## config.mk

```make
export PLATFORM = sky130hd
export DESIGN_NAME = kb_countdown_ctrl_flat
export DESIGN_NICKNAME = d
export VERILOG_FILES = /design/src/rtl/kb_countdown_if.sv /design/src/rtl/kb_countdown_ctrl.sv /design/src/flat_wrapper.sv
export SDC_FILE = /design/constraint.sdc
export NUM_CORES = 1
export LEC_CHECK = 0
export ABC_CLOCK_PERIOD_IN_PS = 2300
export BUFFER_PORTS_ARGS = -buffer_cell sky130_fd_sc_hd__buf_2
export CAP_MARGIN = 10
export CORE_AREA = 2 2 211 213
export CTS_CLUSTER_DIAMETER = 120
export DETAILED_ROUTE_END_ITERATION = 16
export DIE_AREA = 0 0 213 215
export GPL_TIMING_DRIVEN = 0
export HOLD_SLACK_MARGIN = 0.06
export MAX_ROUTING_LAYER = met4
export PLACE_DENSITY = 0.41
export SLEW_MARGIN = 15
export SYNTH_ARGS = -nofsm -noshare
export SYNTH_HDL_FRONTEND = slang
export SYNTH_SLANG_ARGS = --single-unit
```

## constraint.sdc

```tcl
create_clock -name clk -period 2.3 [get_ports clk]
set_input_delay 0.23 -clock clk [delete_from_list [all_inputs] [get_ports clk]]
set_output_delay 0.23 -clock clk [all_outputs]
set_load 0.005 [all_outputs]
```

## src/rtl/kb_countdown_if.sv

```systemverilog
// kb_countdown_if: key events and tick in; BCD display word and status out
interface kb_countdown_if;
  logic         tick;
  logic         key_valid;
  logic [8:0]   last_change;
  logic [511:0] key_down;
  logic [15:0]  nums;
  logic [1:0]   state_o;
  logic         done;
  logic [2:0]   digit_cnt;
  modport master (output tick, key_valid, last_change, key_down, input nums, state_o, done, digit_cnt);
  modport slave  (input tick, key_valid, last_change, key_down, output nums, state_o, done, digit_cnt);
endinterface

```

## src/rtl/kb_countdown_ctrl.sv

```systemverilog
// kb_countdown_ctrl: keyboard-driven 4-digit BCD countdown timer
module kb_countdown_ctrl #(
  parameter logic [8:0] KEY_ENTER = 9'h05A,
  parameter logic [8:0] KEY_BKSP  = 9'h066,
  parameter logic [8:0] KEY_SPACE = 9'h029,
  parameter logic [8:0] KEY_ESC   = 9'h076
) (
  input logic         clk,
  input logic         rst,
  kb_countdown_if.slave bus
);
  typedef enum logic [1:0] {EDIT = 2'b00, RUN = 2'b01, PAUSE = 2'b10, DONE = 2'b11} state_t;
  state_t      state;
  logic [15:0] ent, timer;
  logic [2:0]  cnt;
  logic        done_q;
  logic        press, is_dig, is_enter, is_bksp, is_space, is_esc;
  logic [3:0]  dig;
  function automatic logic [15:0] bcd_dec(input logic [15:0] v);
    logic [15:0] r;
    logic        b;
    r = v;
    b = 1'b1;
    for (int i = 0; i < 4; i++) begin
      if (b) begin
        if (r[i*4 +: 4] == 4'd0) r[i*4 +: 4] = 4'd9;
        else begin
          r[i*4 +: 4] = r[i*4 +: 4] - 4'd1;
          b = 1'b0;
        end
      end
    end
    return r;
  endfunction
  always_comb begin
    is_dig = 1'b1;
    dig = 4'd0;
    case (bus.last_change)
      9'h045, 9'h070: dig = 4'd0;
      9'h016, 9'h069: dig = 4'd1;
      9'h01E, 9'h072: dig = 4'd2;
      9'h026, 9'h07A: dig = 4'd3;
      9'h025, 9'h06B: dig = 4'd4;
      9'h02E, 9'h073: dig = 4'd5;
      9'h036, 9'h074: dig = 4'd6;
      9'h03D, 9'h06C: dig = 4'd7;
      9'h03E, 9'h075: dig = 4'd8;
      9'h046, 9'h07D: dig = 4'd9;
      default: is_dig = 1'b0;
    endcase
  end
  assign press    = bus.key_valid && bus.key_down[bus.last_change];
  assign is_enter = press && (bus.last_change == KEY_ENTER || bus.last_change == 9'h15A);
  assign is_bksp  = press && bus.last_change == KEY_BKSP;
  assign is_space = press && bus.last_change == KEY_SPACE;
  assign is_esc   = press && bus.last_change == KEY_ESC;
  always_ff @(posedge clk or posedge rst) begin
    if (rst) begin
      state  <= EDIT;
      ent    <= 16'h0000;
      timer  <= 16'h0000;
      cnt    <= 3'd0;
      done_q <= 1'b0;
    end else begin
      case (state)
        EDIT: begin
          if (press && is_dig && cnt < 3'd4) begin
            ent <= {ent[11:0], dig};
            cnt <= cnt + 3'd1;
          end else if (is_bksp) begin
            ent <= {4'h0, ent[15:4]};
            cnt <= (cnt == 3'd0) ? 3'd0 : cnt - 3'd1;
          end else if (is_enter && ent != 16'h0000) begin
            timer <= ent;
            state <= RUN;
          end else if (is_esc) begin
            ent <= 16'h0000;
            cnt <= 3'd0;
          end
        end
        RUN: begin
          if (is_space) state <= PAUSE;
          else if (is_esc) begin
            state <= EDIT;
            ent   <= 16'h0000;
            cnt   <= 3'd0;
            timer <= 16'h0000;
          end else if (bus.tick) begin
            timer <= (timer == 16'h0001) ? 16'h0000 : bcd_dec(timer);
            if (timer == 16'h0001) begin
              state  <= DONE;
              done_q <= 1'b1;
            end
          end
        end
        PAUSE: begin
          if (is_space) state <= RUN;
          else if (is_esc) begin
            state <= EDIT;
            ent   <= 16'h0000;
            cnt   <= 3'd0;
            timer <= 16'h0000;
          end
        end
        DONE: begin
          if (is_enter) begin
            timer  <= ent;
            state  <= RUN;
            done_q <= 1'b0;
          end else if (is_esc) begin
            state  <= EDIT;
            ent    <= 16'h0000;
            cnt    <= 3'd0;
            timer  <= 16'h0000;
            done_q <= 1'b0;
          end
        end
        default: state <= EDIT;
      endcase
    end
  end
  assign bus.nums      = (state == EDIT) ? ent : (state == DONE) ? 16'h0000 : timer;
  assign bus.state_o   = state;
  assign bus.done      = done_q;
  assign bus.digit_cnt = cnt;
endmodule

```

## src/flat_wrapper.sv

```systemverilog
// flat-port wrapper written by rule: the top's interface ports become plain ports
module kb_countdown_ctrl_flat 
#(
  parameter logic [8:0] KEY_ENTER = 9'h05A,
  parameter logic [8:0] KEY_BKSP  = 9'h066,
  parameter logic [8:0] KEY_SPACE = 9'h029,
  parameter logic [8:0] KEY_ESC   = 9'h076
)
  (clk, rst, bus_tick, bus_key_valid, bus_last_change, bus_key_down, bus_nums, bus_state_o, bus_done, bus_digit_cnt);
  kb_countdown_if bus_i ();
  input logic clk;
  input logic rst;
  input wire logic [$bits(bus_i.tick)-1:0] bus_tick;
  input wire logic [$bits(bus_i.key_valid)-1:0] bus_key_valid;
  input wire logic [$bits(bus_i.last_change)-1:0] bus_last_change;
  input wire logic [$bits(bus_i.key_down)-1:0] bus_key_down;
  output wire logic [$bits(bus_i.nums)-1:0] bus_nums;
  output wire logic [$bits(bus_i.state_o)-1:0] bus_state_o;
  output wire logic [$bits(bus_i.done)-1:0] bus_done;
  output wire logic [$bits(bus_i.digit_cnt)-1:0] bus_digit_cnt;
  assign bus_i.tick = bus_tick;
  assign bus_i.key_valid = bus_key_valid;
  assign bus_i.last_change = bus_last_change;
  assign bus_i.key_down = bus_key_down;
  assign bus_nums = bus_i.nums;
  assign bus_state_o = bus_i.state_o;
  assign bus_done = bus_i.done;
  assign bus_digit_cnt = bus_i.digit_cnt;
  kb_countdown_ctrl #(.KEY_ENTER(KEY_ENTER), .KEY_BKSP(KEY_BKSP), .KEY_SPACE(KEY_SPACE), .KEY_ESC(KEY_ESC)) u_core (.clk(clk), .rst(rst), .bus(bus_i));
endmodule
```

Yosys cells after proc, flatten, opt, wreduce, memory -nomap -nowiden --
Index checks and enable logic that the tools add are counted.
Storage, ports and cells: input port bits 525, word-level logic and storage cells 172, output and inout bits 22, register bits after elaboration 38
Cells by class: reduce and logical (&&, ||, !) cells 35, $add $sub $neg 6, mux-type cells 74, eq/ne operators 47, magnitude comparators 2
Operators by type and width (count):
- 16-bit two-way mux | 18
- 9-bit by 7-bit equality test with 1-bit output (second input constant) | 15
- 16-bit one-hot mux with 4 select lines | 1
- 9-bit by 6-bit equality test with 1-bit output (second input constant) | 7
- 16-bit one-hot mux with 3 select lines | 1
- 4-bit one-hot mux with 9 select lines | 1
- 4-bit two-way mux | 7
- 1-bit two-way mux | 25
- 3-bit two-way mux | 7
- 7-bit AND reduction | 3
- 2-bit two-way mux | 10
- 2-bit OR reduction | 10
- 20-bit OR reduction | 1
- 9-bit by 5-bit equality test with 1-bit output (second input constant) | 2
- 16-bit by 1-bit equality test with 1-bit output (second input constant) | 1
- 4-bit zero test | 4
- 2-bit != test (second input constant) | 8
- 4-bit by 1-bit != test with 1-bit output (second input constant) | 4
- 16-bit nonzero test | 1
- 4-bit by 1-bit subtractor with 4-bit output (second input constant) | 4
- 6-bit AND reduction | 2
- 9-bit by 10-bit < comparator with 1-bit output (second input constant) | 1
- 1-bit binary-select mux with 9-bit select | 1
- 9-bit equality test (second input constant) | 1
- 19 further kinds | 29

Depth between registers and ports, before layout --
depth in word-level cells 23, gate-level depth with buffers 19, mapped depth without buffers 10

Worst setup path after synthesis --
No wires, ideal clock.
path kind input port to flip-flop, start input port bus_last_change[0], end register u_core.timer[7], stages on the path 13, arrival 2958 ps, buffers on the path 4, data required time 2179 ps, setup slack -779 ps, library setup time 121 ps, cell sequence buf_6 > buf_8 > buf_8 > mux4_2 > mux4_2 > and3_1 > a211oi_1 > a21oi_4 > o211ai_4 > o21bai_4 > buf_2 > a32o_1 > a22o_1
On the way: word-level cells in the longest chain between the ends 7, elaborated cells on any way between the ends 52, classes of those cells eq/ne: 32; mux: 9; reduce/logical: 11
Ends and longest elaborated chain:
- from (decl) | RTL line flat_wrapper.sv:15 | input wire logic [$bits(bus_i.last_change)-1:0] bus_last_change;
- 1-bit binary-select mux with 9-bit select, or another cell as far along | RTL line kb_countdown_ctrl.sv:52 | assign press = bus.key_valid && bus.key_down[bus.last_change];
- 1-bit two-way mux (not written as such) / 20-bit OR reduction (equally long branches)
- 1-bit logical AND / 1-bit two-way mux (equally long branches) | RTL line kb_countdown_ctrl.sv:52, kb_countdown_ctrl.sv:38
- 1-bit logical AND (on tied branches) | RTL line kb_countdown_ctrl.sv:56, kb_countdown_ctrl.sv:53, kb_countdown_ctrl.sv:67
- 16-bit two-way mux, or another cell as far along
- 16-bit two-way mux, or another cell as far along | RTL line kb_countdown_ctrl.sv:106 | if (is_enter) begin
- 16-bit one-hot mux with 4 select lines / 7-bit AND reduction (equally long branches)
- to (signal assigned) | RTL line kb_countdown_ctrl.sv:74 | timer <= ent;
- to (signal assigned) | RTL line kb_countdown_ctrl.sv:89 | timer <= (timer == 16'h0001) ? 16'h0000 : bcd_dec(timer);
- to (signal assigned) | RTL line kb_countdown_ctrl.sv:107 | timer <= ent;
- to (decl) | RTL line kb_countdown_ctrl.sv:14 | logic [15:0] ent, timer;
Several ways; a longest one is shown, not always the timed one. The select of a mux whose other input is x is not followed. A chain may end at the register's enable or synchronous reset.

Final worst setup path --
Ends and elaborated chain as after synthesis.

==> impl_metrics.csv <==
group,metric,value,unit
clock_tree,clk_transition_reported_paths,0.07,ns
clock_tree,clock_sink_count,38,
sta,post_layout_minimum_cycle_time,3.15,ns
floorplan,fp.dieW,213,microns
clock_tree,clk_path_buf_depth,2,
route,drc,0,
grt,grt_max_degree,29,
sta,worst_clock_skew,0.00510,ns
floorplan,core_region_area,0.0436,sq mm
run,drv.max_cap_violation_count,0,
logic_synthesis,ys_seq_elements,38,
final_layout,ratio_of_cells_with_drive_above_1_in_the_final_layout,0.638,
clock_tree,clock_tree.htree_level_count,2,
route,ant_nets,0,
floorplan,rows,77,
logic_synthesis,synth_area,0.00778,sq mm
floorplan,start_util,0.178,
logic_synthesis,synth_enable_flop_cells,0,
logic_synthesis,predominant_post_synthesis_flop_cell,"dfrtp_1",
setup_path,cp.required,2.48,ns
route,dr_total_vias,9754,
route,drt-vias-per-instance,4.87,
placement,dp_hpwl,44100,microns
floorplan,die-height,215,microns
pwr,seqPwrFrac,0.159,
floorplan,dieArea,0.0458,sq mm
clock_tree,cts_root_buf,"clkbuf_16",
pwr,share_comb_of_total_power,0.689,
sta,relSlewSlack,0.254,
setup_path,arrival,3.33,ns
logic_synthesis,synthMuxAreaShare,0.415,
sta,rsz0062_at_grt,"yes",
route,initialDrtViolationCount,803,
logic_synthesis,synth_simple_gate_area_share,0.154,
sta,max_slew.worst_pin.slew,1.11,ns
clock_tree,numCtsBuffers,5,
grt,grt_pass1_wl,72500,microns
placement,place_ws,-2.35,ns
logic_synthesis,synth-xor-area-share,0.00225,
pwr,vdd.ir_drop.worst,438,uV
setup_path,critical_path_endpoint_category,"flop",
pwr,clock_power_share,0.152,
logic_synthesis,synthesis.nets,1322,
sta,final_max_slew_viol_count,0,
pwr,p_sw,2.69,mW
pwr,p_int,3.48,mW
pwr,leakage,5.90,nW
grt,grt-ovfl-total,0,
placement,io_buffers,542,
route,route.final.wire_length,51800,microns
pwr,switching_part_of_the_total,0.436,
min_path,hold_path_class,"in -> reg",
logic_synthesis,yosys_warnings,0,
clock_tree,clock_tree_from_tritoncts,"yes",
setup_path,critical_path_class,"in -> reg",
route,wl_per_cell,25.9,microns
logic_synthesis,proportion_of_synthesized_flip_flops_having_asynchronous_set_or_reset,1.00,
status,outcome,"finished with violations",
logic_synthesis,synth.distinct_cells,83,
route,detail_route.first_pass.iterations,5,
pwr,report.power.total,6.17,mW
clock_tree,clk_latency,0.29,ns
status,failed_checks,"setup timing",
logic_synthesis,syn_avg_cell_area,9.96,sq um
grt,track_usage,0.225,
sta,post-route-worst-setup-slack,-0.846,ns
logic_synthesis,synth-adder-area-share,0.0241,
sta,max_freq,318,MHz
setup_path,setup.reg_to_reg.worst_slack,-0.67,ns
final_layout,layout.nets,1936,
pwr,powerDensity,472,mW/mm^2
floorplan,num_io_pins,547,
logic_synthesis,synth_compound_area_frac,0.203,
setup_path,crit_fanout,10,
grt,number_of_global_route_vias_before_repair,10300,
setup_path,critical_path.startpoint_type,"primary input",
final_layout,flow.area_growth_from_synthesis,68.1,%
placement,gpl.final_weighted_congestion,0.942,
logic_synthesis,synth_seq_area_share,0.122,
logic_synthesis,syn-instance-count,782,
grt,grt_antenna_before_repair,17,
sta,setup_violations,38,
sta,final_critical_path_share_of_the_clock_period,1.37,
sta,final-hold-violation-count,0,
logic_synthesis,synth_top_family_by_area,"multiplexers",
[placed cells by master, fill, tap and decap left out, types with 6 or more instances in the layout]
master    instances
buf_2           544
nand2_1         106
mux4_2          103
mux2i_1          67
buf_4            43
dfrtp_1          36
buf_6            32
nor2_1           30
a22oi_1          24
a22o_1           24
inv_1            22
buf_12           20
a21oi_1          19
a22oi_2          18
nand3_1          16
o21ai_0          16
o31ai_1          15
ha_1             14
nor3_1           13
diode_2          12
nor4_1            9
clkbuf_2          8
nor2b_1           7
clkbuf_1          7
nand2b_1          7
nand4_1           7
buf_16            6
clkbuf_4          6
buf_8             6
[sequential cells by signal, indices dropped and copies added, names as in the netlist]
| signal | flops |
|---|---|
| u_core.timer | 16 |
| u_core.ent | 16 |
| u_core.bus.done | 1 |
| u_core.bus.digit_cnt | 3 |
| u_core.bus.state_o | 2 |
[logic make-up (layout without fill, tap and decap cells)]
family / Yosys count / after routing
compound gates: 204 / 204
xor+xnor: 2 / 2
fa+ha+maj: 15 / 15
buf+inv: 94 / 709
flops: 38 / 38
mux: 185 / 185
other cells: 0 / 12
simple gates: 244 / 244
[what timing repair did]
action	4_1_cts	5_1_grt
cloned	2	0
hold buffers	1	0
setup buffers	43	22
gates resized for setup	161	65
hold endpoints to repair	10	0
pin swaps	39	43
endpoints found under the setup margin	54	48
[per-stage QoR]
stage | hold WS (ns) | util | instance area (sq um) | setup TNS, ns | cells
floorplan | 0.422 | - | 7870 | -25.42 | 782
global placement | 0.509 | 0.259 | 11300 | -90.80 | 1916
detailed placement | 0.198 | 0.260 | 11300 | -90.08 | 1917
CTS | 0.364 | 0.289 | 12600 | -29.32 | 1970
global route | 0.418 | 0.300 | 13100 | -32.07 | 1997
finish | 0.409 | 0.300 | 13100 | -28.26 | 2001
[per-layer routing]
metal	routed length (microns)	GRT usage	vias to the layer above
li1	-	-	4420
met1	21600	0.284	4890
met2	26400	0.394	427
met3	3540	0.0346	17
met4	326	0.0154	0
met5	0	-	-
[final cells by class]
class	count	area [sq um]
fill	4721	30600
antenna	12	30.0
clock buffer	5	125
inverter	27	108
multi-input combinational	650	6870
sequential	38	953
timing repair buffer	609	3450
clock inverter	3	68.8
tap	592	741
buffer	65	742
[worst max-delay path, cell delays in order]
cell and delay, ns:
buf_12 0.10, buf_12 0.12, buf_12 0.10, mux4_2 0.52
mux4_2 0.53, o22ai_2 0.15, o31a_1 0.21, buf_12 0.14
a31oi_4 0.09, buf_12 0.16, o211ai_4 0.28, o21bai_4 0.14
buf_8 0.17, a32o_1 0.20, a22o_1 0.18
[worst paths after layout]
check | start | endpoint | cells past startpoint
worst max-delay path | bus_last_change[0] | u_core.timer[7] | 15
worst min-delay path | bus_tick | u_core.bus.state_o[1] | 4
worst max register to register | u_core.timer[8] | u_core.timer[7] | 9
worst min register to register | u_core.timer[9] | u_core.timer[9] | 1
max in group asynchronous | rst | u_core.bus.state_o[1] | 4
min in group asynchronous | rst | u_core.timer[7] | 3
[power groups by stage]
stage	Clock, mW	Sequential, mW	Combinational, mW
2_1_floorplan	0	0.916	2.26
3_3_place_gp	0	0.979	3.57
3_5_place_dp	0	0.974	3.59
4_1_cts	0.955	0.969	4.07
5_1_grt	0.982	0.997	4.57
6_report	0.941	0.980	4.25
[synth_stat cells (7+ instances only)]
cell type | n | area, sq um
o21ai_0 | 20 | 100
mux4_2 | 101 | 2270
clkbuf_1 | 26 | 97.6
inv_1 | 25 | 93.8
nor2_1 | 37 | 139
a22oi_1 | 39 | 293
o31ai_1 | 21 | 158
nand2b_1 | 8 | 50.1
buf_2 | 13 | 65.1
a22o_1 | 24 | 210
nand4_1 | 7 | 43.8
a21oi_1 | 24 | 120
nand3_1 | 17 | 85.1
dfrtp_1 | 38 | 951
nor2b_1 | 8 | 50.1
mux2i_1 | 74 | 741
nor3_1 | 14 | 70.1
nand2_1 | 111 | 417
buf_6 | 12 | 135
mux4_1 | 7 | 184
nor4_1 | 10 | 62.6
a211oi_1 | 7 | 52.6
ha_1 | 15 | 188
Power figures use the tool's default switching activity.
